### src/rtl/div_clk_monitor.sv
// div_clk_monitor
//   Receive-side checker for an odd-ratio, 50%-duty divided clock. The divided clock is
//   synchronised onto the fast source clock, and the monitor measures its period and high time.
//   It declares lock after LOCK_CNT consecutive good periods and flags ratio, duty and
//   stuck-clock faults.
//
// Ports
//   clk          in   source (undivided) clock; all logic on posedge
//   rst          in   asynchronous, active-high reset
//   en           in   monitor enable; low holds the monitor in WAIT with counters cleared
//   div_in       in   divided clock under test (asynchronous, synchronised here)
//   locked       out  high while in LOCKED state
//   meas_valid   out  1-cycle pulse when meas_period/meas_high update
//   meas_period  out  last measured period in clk cycles
//   meas_high    out  clk cycles div_in was sampled high within that period
//   err_pulse    out  1-cycle pulse on a bad period, bad duty or timeout
//   timeout      out  sticky stuck-clock flag; cleared by the next rise, en low or rst

module div_clk_monitor #(
  parameter int unsigned DIV      = 5,
  parameter int unsigned CNT_W    = 8,
  parameter int unsigned LOCK_CNT = 4
) (
  input  logic             clk,
  input  logic             rst,
  input  logic             en,
  input  logic             div_in,
  output logic             locked,
  output logic             meas_valid,
  output logic [CNT_W-1:0] meas_period,
  output logic [CNT_W-1:0] meas_high,
  output logic             err_pulse,
  output logic             timeout
);

  localparam int unsigned GoodW = (LOCK_CNT < 2) ? 1 : $clog2(LOCK_CNT + 1);

  localparam logic [CNT_W-1:0] SatVal  = CNT_W'(2 * DIV);
  localparam logic [CNT_W-1:0] DivVal  = CNT_W'(DIV);
  localparam logic [CNT_W-1:0] HighLo  = CNT_W'(DIV >> 1);
  localparam logic [CNT_W-1:0] HighHi  = CNT_W'((DIV + 1) >> 1);
  localparam logic [GoodW-1:0] LockVal = GoodW'(LOCK_CNT);
  localparam logic [GoodW-1:0] LockPre = GoodW'(LOCK_CNT - 1);

  localparam logic [1:0] StWait   = 2'd0;
  localparam logic [1:0] StAcq    = 2'd1;
  localparam logic [1:0] StLocked = 2'd2;

  logic             s1_q, s2_q, s3_q;
  logic [1:0]       state_q, state_d;
  logic [GoodW-1:0] good_cnt_q, good_cnt_d;
  logic [CNT_W-1:0] period_cnt_q, period_cnt_d;
  logic [CNT_W-1:0] high_cnt_q, high_cnt_d;
  logic [CNT_W-1:0] meas_period_q, meas_period_d;
  logic [CNT_W-1:0] meas_high_q, meas_high_d;
  logic             meas_valid_q, meas_valid_d;
  logic             err_q, err_d;
  logic             timeout_q, timeout_d;

  logic rise;
  logic is_good;
  logic stuck;

  // Two-flop synchroniser plus one delay stage for edge detection.
  always_ff @(posedge clk or posedge rst) begin
    if (rst) begin
      s1_q <= 1'b0;
      s2_q <= 1'b0;
      s3_q <= 1'b0;
    end else begin
      s1_q <= div_in;
      s2_q <= s1_q;
      s3_q <= s2_q;
    end
  end

  assign rise    = s2_q & ~s3_q;
  // Counters hold the just-finished period's values on the rise cycle, before reload.
  assign is_good = (period_cnt_q == DivVal) &&
                   ((high_cnt_q == HighLo) || (high_cnt_q == HighHi));
  assign stuck   = (period_cnt_q == SatVal);

  always_comb begin
    state_d       = state_q;
    good_cnt_d    = good_cnt_q;
    period_cnt_d  = period_cnt_q;
    high_cnt_d    = high_cnt_q;
    meas_period_d = meas_period_q;
    meas_high_d   = meas_high_q;
    meas_valid_d  = 1'b0;
    err_d         = 1'b0;
    timeout_d     = timeout_q;

    if (!en) begin
      state_d      = StWait;
      good_cnt_d   = '0;
      period_cnt_d = '0;
      high_cnt_d   = '0;
      timeout_d    = 1'b0;
    end else begin
      if (rise) begin
        period_cnt_d = CNT_W'(1);
        high_cnt_d   = CNT_W'(1);
      end else begin
        if (!stuck) begin
          period_cnt_d = period_cnt_q + 1'b1;
        end
        if (s2_q && (high_cnt_q != SatVal)) begin
          high_cnt_d = high_cnt_q + 1'b1;
        end
      end

      if (rise) begin
        timeout_d = 1'b0;
        if (state_q == StWait) begin
          // First partial period after WAIT is never measured.
          state_d    = StAcq;
          good_cnt_d = '0;
        end else begin
          meas_valid_d  = 1'b1;
          meas_period_d = period_cnt_q;
          meas_high_d   = high_cnt_q;
          if (is_good) begin
            case (state_q)
              StAcq: begin
                if (good_cnt_q == LockPre) begin
                  state_d    = StLocked;
                  good_cnt_d = LockVal;
                end else begin
                  good_cnt_d = good_cnt_q + 1'b1;
                end
              end
              StLocked: state_d = StLocked;
              default:  state_d = StWait;
            endcase
          end else begin
            err_d      = 1'b1;
            good_cnt_d = '0;
            state_d    = StAcq;
          end
        end
      end else if ((state_q != StWait) && stuck) begin
        state_d    = StWait;
        good_cnt_d = '0;
        timeout_d  = 1'b1;
        err_d      = 1'b1;
      end
    end
  end

  always_ff @(posedge clk or posedge rst) begin
    if (rst) begin
      state_q       <= StWait;
      good_cnt_q    <= '0;
      period_cnt_q  <= '0;
      high_cnt_q    <= '0;
      meas_period_q <= '0;
      meas_high_q   <= '0;
      meas_valid_q  <= 1'b0;
      err_q         <= 1'b0;
      timeout_q     <= 1'b0;
    end else begin
      state_q       <= state_d;
      good_cnt_q    <= good_cnt_d;
      period_cnt_q  <= period_cnt_d;
      high_cnt_q    <= high_cnt_d;
      meas_period_q <= meas_period_d;
      meas_high_q   <= meas_high_d;
      meas_valid_q  <= meas_valid_d;
      err_q         <= err_d;
      timeout_q     <= timeout_d;
    end
  end

  assign locked      = (state_q == StLocked);
  assign meas_valid  = meas_valid_q;
  assign meas_period = meas_period_q;
  assign meas_high   = meas_high_q;
  assign err_pulse   = err_q;
  assign timeout     = timeout_q;

endmodule
### config.mk
export PLATFORM = sky130hd
export DESIGN_NAME = div_clk_monitor
export DESIGN_NICKNAME = d
export VERILOG_FILES = /design/src/rtl/div_clk_monitor.sv
export SDC_FILE = /design/constraint.sdc
export NUM_CORES = 1
export LEC_CHECK = 0
export ABC_AREA = 1
export BUFFER_PORTS_ARGS = -buffer_cell sky130_fd_sc_hd__buf_2
export CORE_MARGIN = 4
export CORE_UTILIZATION = 51
export CTS_CLUSTER_SIZE = 24
export DETAILED_ROUTE_END_ITERATION = 8
export GPL_TIMING_DRIVEN = 1
export PLACE_DENSITY = 0.79
export SYNTH_ARGS = -nofsm -noshare
export SYNTH_HDL_FRONTEND = slang
export SYNTH_SLANG_ARGS = --single-unit
### constraint.sdc
create_clock -name clk -period 1.35 [get_ports clk]
set_input_delay 0.3375 -clock clk [delete_from_list [all_inputs] [get_ports clk]]
set_output_delay 0.3375 -clock clk [all_outputs]
set_load 0.05 [all_outputs]
# Yosys cells after proc, flatten, opt, wreduce, memory -nomap -nowiden
# Index checks and enable logic that the tools add are counted.
# Widths: inputs -> output; s select.
[word_totals] word_cells=71 ff_bits=43
[classes] addsub=3 bitwise=3 eq_ne=13 n_reduce_logical=9 n_mux=31
[ops] cell="$mux 8" n=6
[ops] cell="$mux 3" n=7
[ops] cell="$add 8x1->8 const B" n=2
[ops] cell="$eq 8x2->1 const B" n=2
[ops] cell="$mux 2" n=6
[ops] cell="$mux 1" n=11
[ops] cell="$eq 8x3->1 const B" n=1
[ops] cell="$eq 8x4->1 const B" n=1
[ops] cell="$ne 8x4->1 const B" n=1
[ops] cell="$ne 3x1->1 const B" n=2
[ops] cell="$ne 6x6->1 const B" n=1
[ops] cell="$ne 5x3->1 const B" n=1
[ops] cell="$pmux 2 s2" n=1
[ops] cell="$reduce_and 2->1" n=2
[ops] cell="$add 3x1->3 const B" n=1
[ops] cell="$eq 3x2->1 const B" n=1
[ops] cell="$logic_and 1x1->1" n=3
[ops] cell="$ne 3x3->1 const B" n=1
[ops] cell="$reduce_and 3->1" n=1
[ops] cell="$eq 2x1->1 const B" n=1
[ops] cell="$eq 2x2->1 const B" n=1
[ops] cell="$logic_not 2->1" n=1
[ops] cell="$not 1->1" n=2
[ops] cell="$reduce_bool 2->1" n=1
[ops] cell="other kinds (2)" n=2

# Longest topological paths before layout
[depth] depth_word=7 ltp_mapped=10

# Least setup slack after synthesis
# No wires, ideal clock.
[synth_path] path_kind="register to register" startpoint="reg state_q[0]" endpoint="reg good_cnt_q[0]" t_required_ns=1.284 t_arrival_ns=1.325 path_stages_with_launch=11 setup_ns=0.066 n_path_buf=1 path_slack_ns=-0.041 cell_sequence="dfrtp_1 inv_1 ha_1 inv_1 nand2_1 nor2_4 inv_2 buf_6 nor2_4 nand4_1 nand2_1"
[synth_via] elab_chain_cells=4
[synth_lines] item="from (decl)" line="50" rtl="logic [1:0] state_q, state_d;"
[synth_lines] item="from (signal assigned)" line="153" rtl="state_q <= StWait;"
[synth_lines] item="from (signal assigned)" line="163" rtl="state_q <= state_d;"
[synth_lines] item="$reduce_bool 2->1 / $logic_not 2->1 (equally long branches)" line="142, 115"
[synth_lines] item="$logic_and 1x1->1 / $mux 3 (equally long branches)" line="142, 115"
[synth_lines] item="$ne 3x1->1 (no source line) / $mux 3 (equally long branches)"
[synth_lines] item="$reduce_and 2->1 (no source line) / $mux 3 (equally long branches)"
[synth_lines] item="to (signal assigned)" line="164" rtl="good_cnt_q <= good_cnt_d;"
[synth_lines] item="to (decl)" line="51" rtl="logic [GoodW-1:0] good_cnt_q, good_cnt_d;"
# Several ways; a longest one is shown, not always the timed one.
# A chain may end at the register's enable or synchronous reset.

# Final worst setup path
[layout_path] startpoint="reg state_q[1]" endpoint="out locked"
[layout_via] elab_chain_cells=1
[layout_lines] item="$eq 2x2->1" line="175" rtl="assign locked = (state_q == StLocked);"
[layout_lines] item="to (decl)" line="28" rtl="output logic locked,"
# Every way passes these cells.

==> results.yml <==
power:
  switching_share_pct: 27.2
  leakage_nw: 1.44
  ir_drop_uv: 586
  power_frac_clock_pct: 31.4
  p_seq_share_pct: 52.3
  combPwrFrac_pct: 16.3
  p_per_area_nw_per_um2: 909
  power.internal_mw: 1.89
  switchingPower_mw: 0.706
cts:
  clock_path_buffers: 2
  insertion_delay_ns: 0.29
  cts_max_level: 2
  path_clk_slew_ns: 0.08
  cts_tree: "built"
  clockRootBuffer: "clkbuf_8"
  cts_hold_buf: 0
  clock_sinks: 43
  cts_made_buffers: 5
sta:
  slew_viol_final: 0
  hold_viol: 0
  min_period_ns: 1.45
  setup-tns-final_ns: -1.24
  skew_ns: 0.00809
  finalWorstSetupSlack_ns: -0.105
  relSlewSlack_pct: 81.7
  period_share_pct: 108
  fmax_mhz: 687
  grt_setup_unrepaired: "true"
  tightest_slew_ns: 0.273
  setup_viol: 30
global_routing:
  antenna_found_initial: 0
  grt_pass1_wl_mm: 7.90
  grt_pass1_vias: 1772
  grt_overflow: 0
  grt_max_degree: 44
  track_usage_pct: 19.8
critical_path:
  crit_path_end_kind: "output pin"
  cp_max_fo: 2
  cp_data_required_time_ns: 1.01
  critical_path_arrival_ns: 1.12
  criticalPathCategory: "flip-flop to output pin"
  start_kind: "flip-flop"
synthesis:
  yosys-top-cells-area: "dfrtp_1, nand2_1, o21ai_0"
  ys_types: 20
  yosysTopAreaCellShare_pct: 52.7
  syn-cell-area_sq_um: 2040
  ys_ff_latch: 43
  syn_nets: 255
  synth_cells: 241
  synth_top_area_cell: "dfrtp_1"
  yosysWarnings: 0
  ys_seq_area_share_pct: 52.7
  syn_area_per_cell_sq_um: 8.47
routing:
  wl_met3_microns: 379
  top_layer: "met4"
  drc: 0
  met2_length_mm: 2.60
  wl_per_cell_microns: 14.6
  viasPerCell: 5.30
  ant_nets: 0
  first_iter_violations: 195
  drt_first_pass_iters: 4
  wirelength_mm: 5.27
  dr_total_vias: 1913
  m1WireLength_mm: 2.21
layout:
  final_common_cell: "nand2_1"
  fillCellCount: 235
  final_cell_mix: "nand2_1, dfrtp_1, buf_4, buf_2, inv_1"
  drive_gt1_share_pct: 41.9
  stdcell_area_sq_um: 2850
  layout-area-overhead-vs-synth_pct: 39.6
  num-nets-final: 327
  antennaDiodeCount: 0
die:
  dieWidth_microns: 71.3
  core-area_sq_um: 3770
  start_util_pct: 54.1
  dieArea_sq_um: 5080
  die_h_microns: 71.3
  rows: 22
  pin_count: 24
placed_design:
  dp_hpwl_mm: 3.16
  io_buffers: 23
  placed_cell_area_sq_um: 2470
  gp_congestion: 0.878
outcome:
  violations: "setup timing"
  status: "complete, but fails checks"
flow_run:
  drv_cap: 0
worst_hold_path:
  hp-class: "input pin to async pin"
==> synthesized netlist by cell type <==
cell type  instances
o21ai_2            1
nor2_1            23
clkbuf_1           2
ha_1              10
nor4_1             1
nor3_1             6
nand3_1            7
o211ai_1           1
dfrtp_1           43
a21oi_1            9
nand3_2            1
nand4_1            8
inv_2              3
buf_6              1
nand2_1           63
buf_4              1
nor2_4             3
nand2_2            1
o21ai_0           27
inv_1             30
==> logic make-up after synthesis <==
logic type	after synthesis	synth area share (%)
AOI/OAI and AO/OA	38	9.62
adders and majority gates	10	6.13
buffers and inverters	37	7.35
DFF	43	52.7
and+or+nand+nor	113	24.2
==> per-stage QoR <==
step	std cells	setup slack, ns	hold WS, ns	util, %	power, mW
6_report	361	-0.105	0.0900	75.6	2.59
2_1_floorplan	241	0.00198	0.331	-	1.59
3_5_place_dp	340	-0.0945	0.338	65.6	1.72
4_1_cts	354	-0.0976	0.0956	71.3	2.54
3_3_place_gp	340	-0.0422	0.336	65.6	1.71
5_1_grt	361	-0.167	0.111	75.6	2.69
==> final cells by class <==
class                      count  area [sq um]  area share (%)
tap                           48          60.1            2.11
multi-input combinational    161           986            34.6
clock buffer                   6          82.6            2.90
sequential                    43          1080            37.7
inverter                      33           124            4.34
timing repair buffer          69           518            18.2
clock inverter                 1          5.00           0.176
==> critical path: stages, from the launching register on <==
cell and delay (ns):
dfrtp_1 0.40, buf_6 0.13, ha_4 0.15, buf_8 0.14
==> final timing paths <==
kind,from,endpoint,slack [ns],cells past startpoint
hold / removal,rst,meas_high[6],0.09,3
setup reg to reg,high_cnt_q[0],high_cnt_q[5],-0.10,7
hold reg to reg,s1_q,s2_q,0.35,0
setup / recovery,state_q[1],locked,-0.10,3
max in group asynchronous,rst,period_cnt_q[6],1.05,3
min in group clk,div_in,s1_q,0.14,1
==> power groups by stage <==
stage	clock network (mW)	registers [mW]	logic (mW)
after floorplan	0	1.46	0.130
after global placement	0	1.37	0.336
after detailed placement	0	1.38	0.341
after CTS	0.819	1.35	0.370
after global routing	0.875	1.36	0.455
final	0.814	1.36	0.421
==> what timing repair did <==
item,in CTS,in global routing
endpoints found under the setup margin,33,40
pin swaps,11,18
cloned,0,0
setup buffers,7,8
resized for setup,25,46
==> routing by layer <==
| layer | up-vias | GRT usage, % |
|---|---|---|
| met4 | 0 | 8.56 |
| met3 | 8 | 5.05 |
| met2 | 85 | 31.7 |
| li1 | 918 | - |
| met5 | - | 0 |
| met1 | 902 | 25.4 |
==> state kept, by name, summed over array words and instances, names as in the netlist <==
signal        cells
state_q           2
meas_high         8
timeout           1
meas_valid        1
period_cnt_q      8
s1_q              1
meas_period       8
high_cnt_q        8
good_cnt_q        3
s3_q              1
err_pulse         1
s2_q              1
Note: power is estimated with default switching activity, not from simulation.
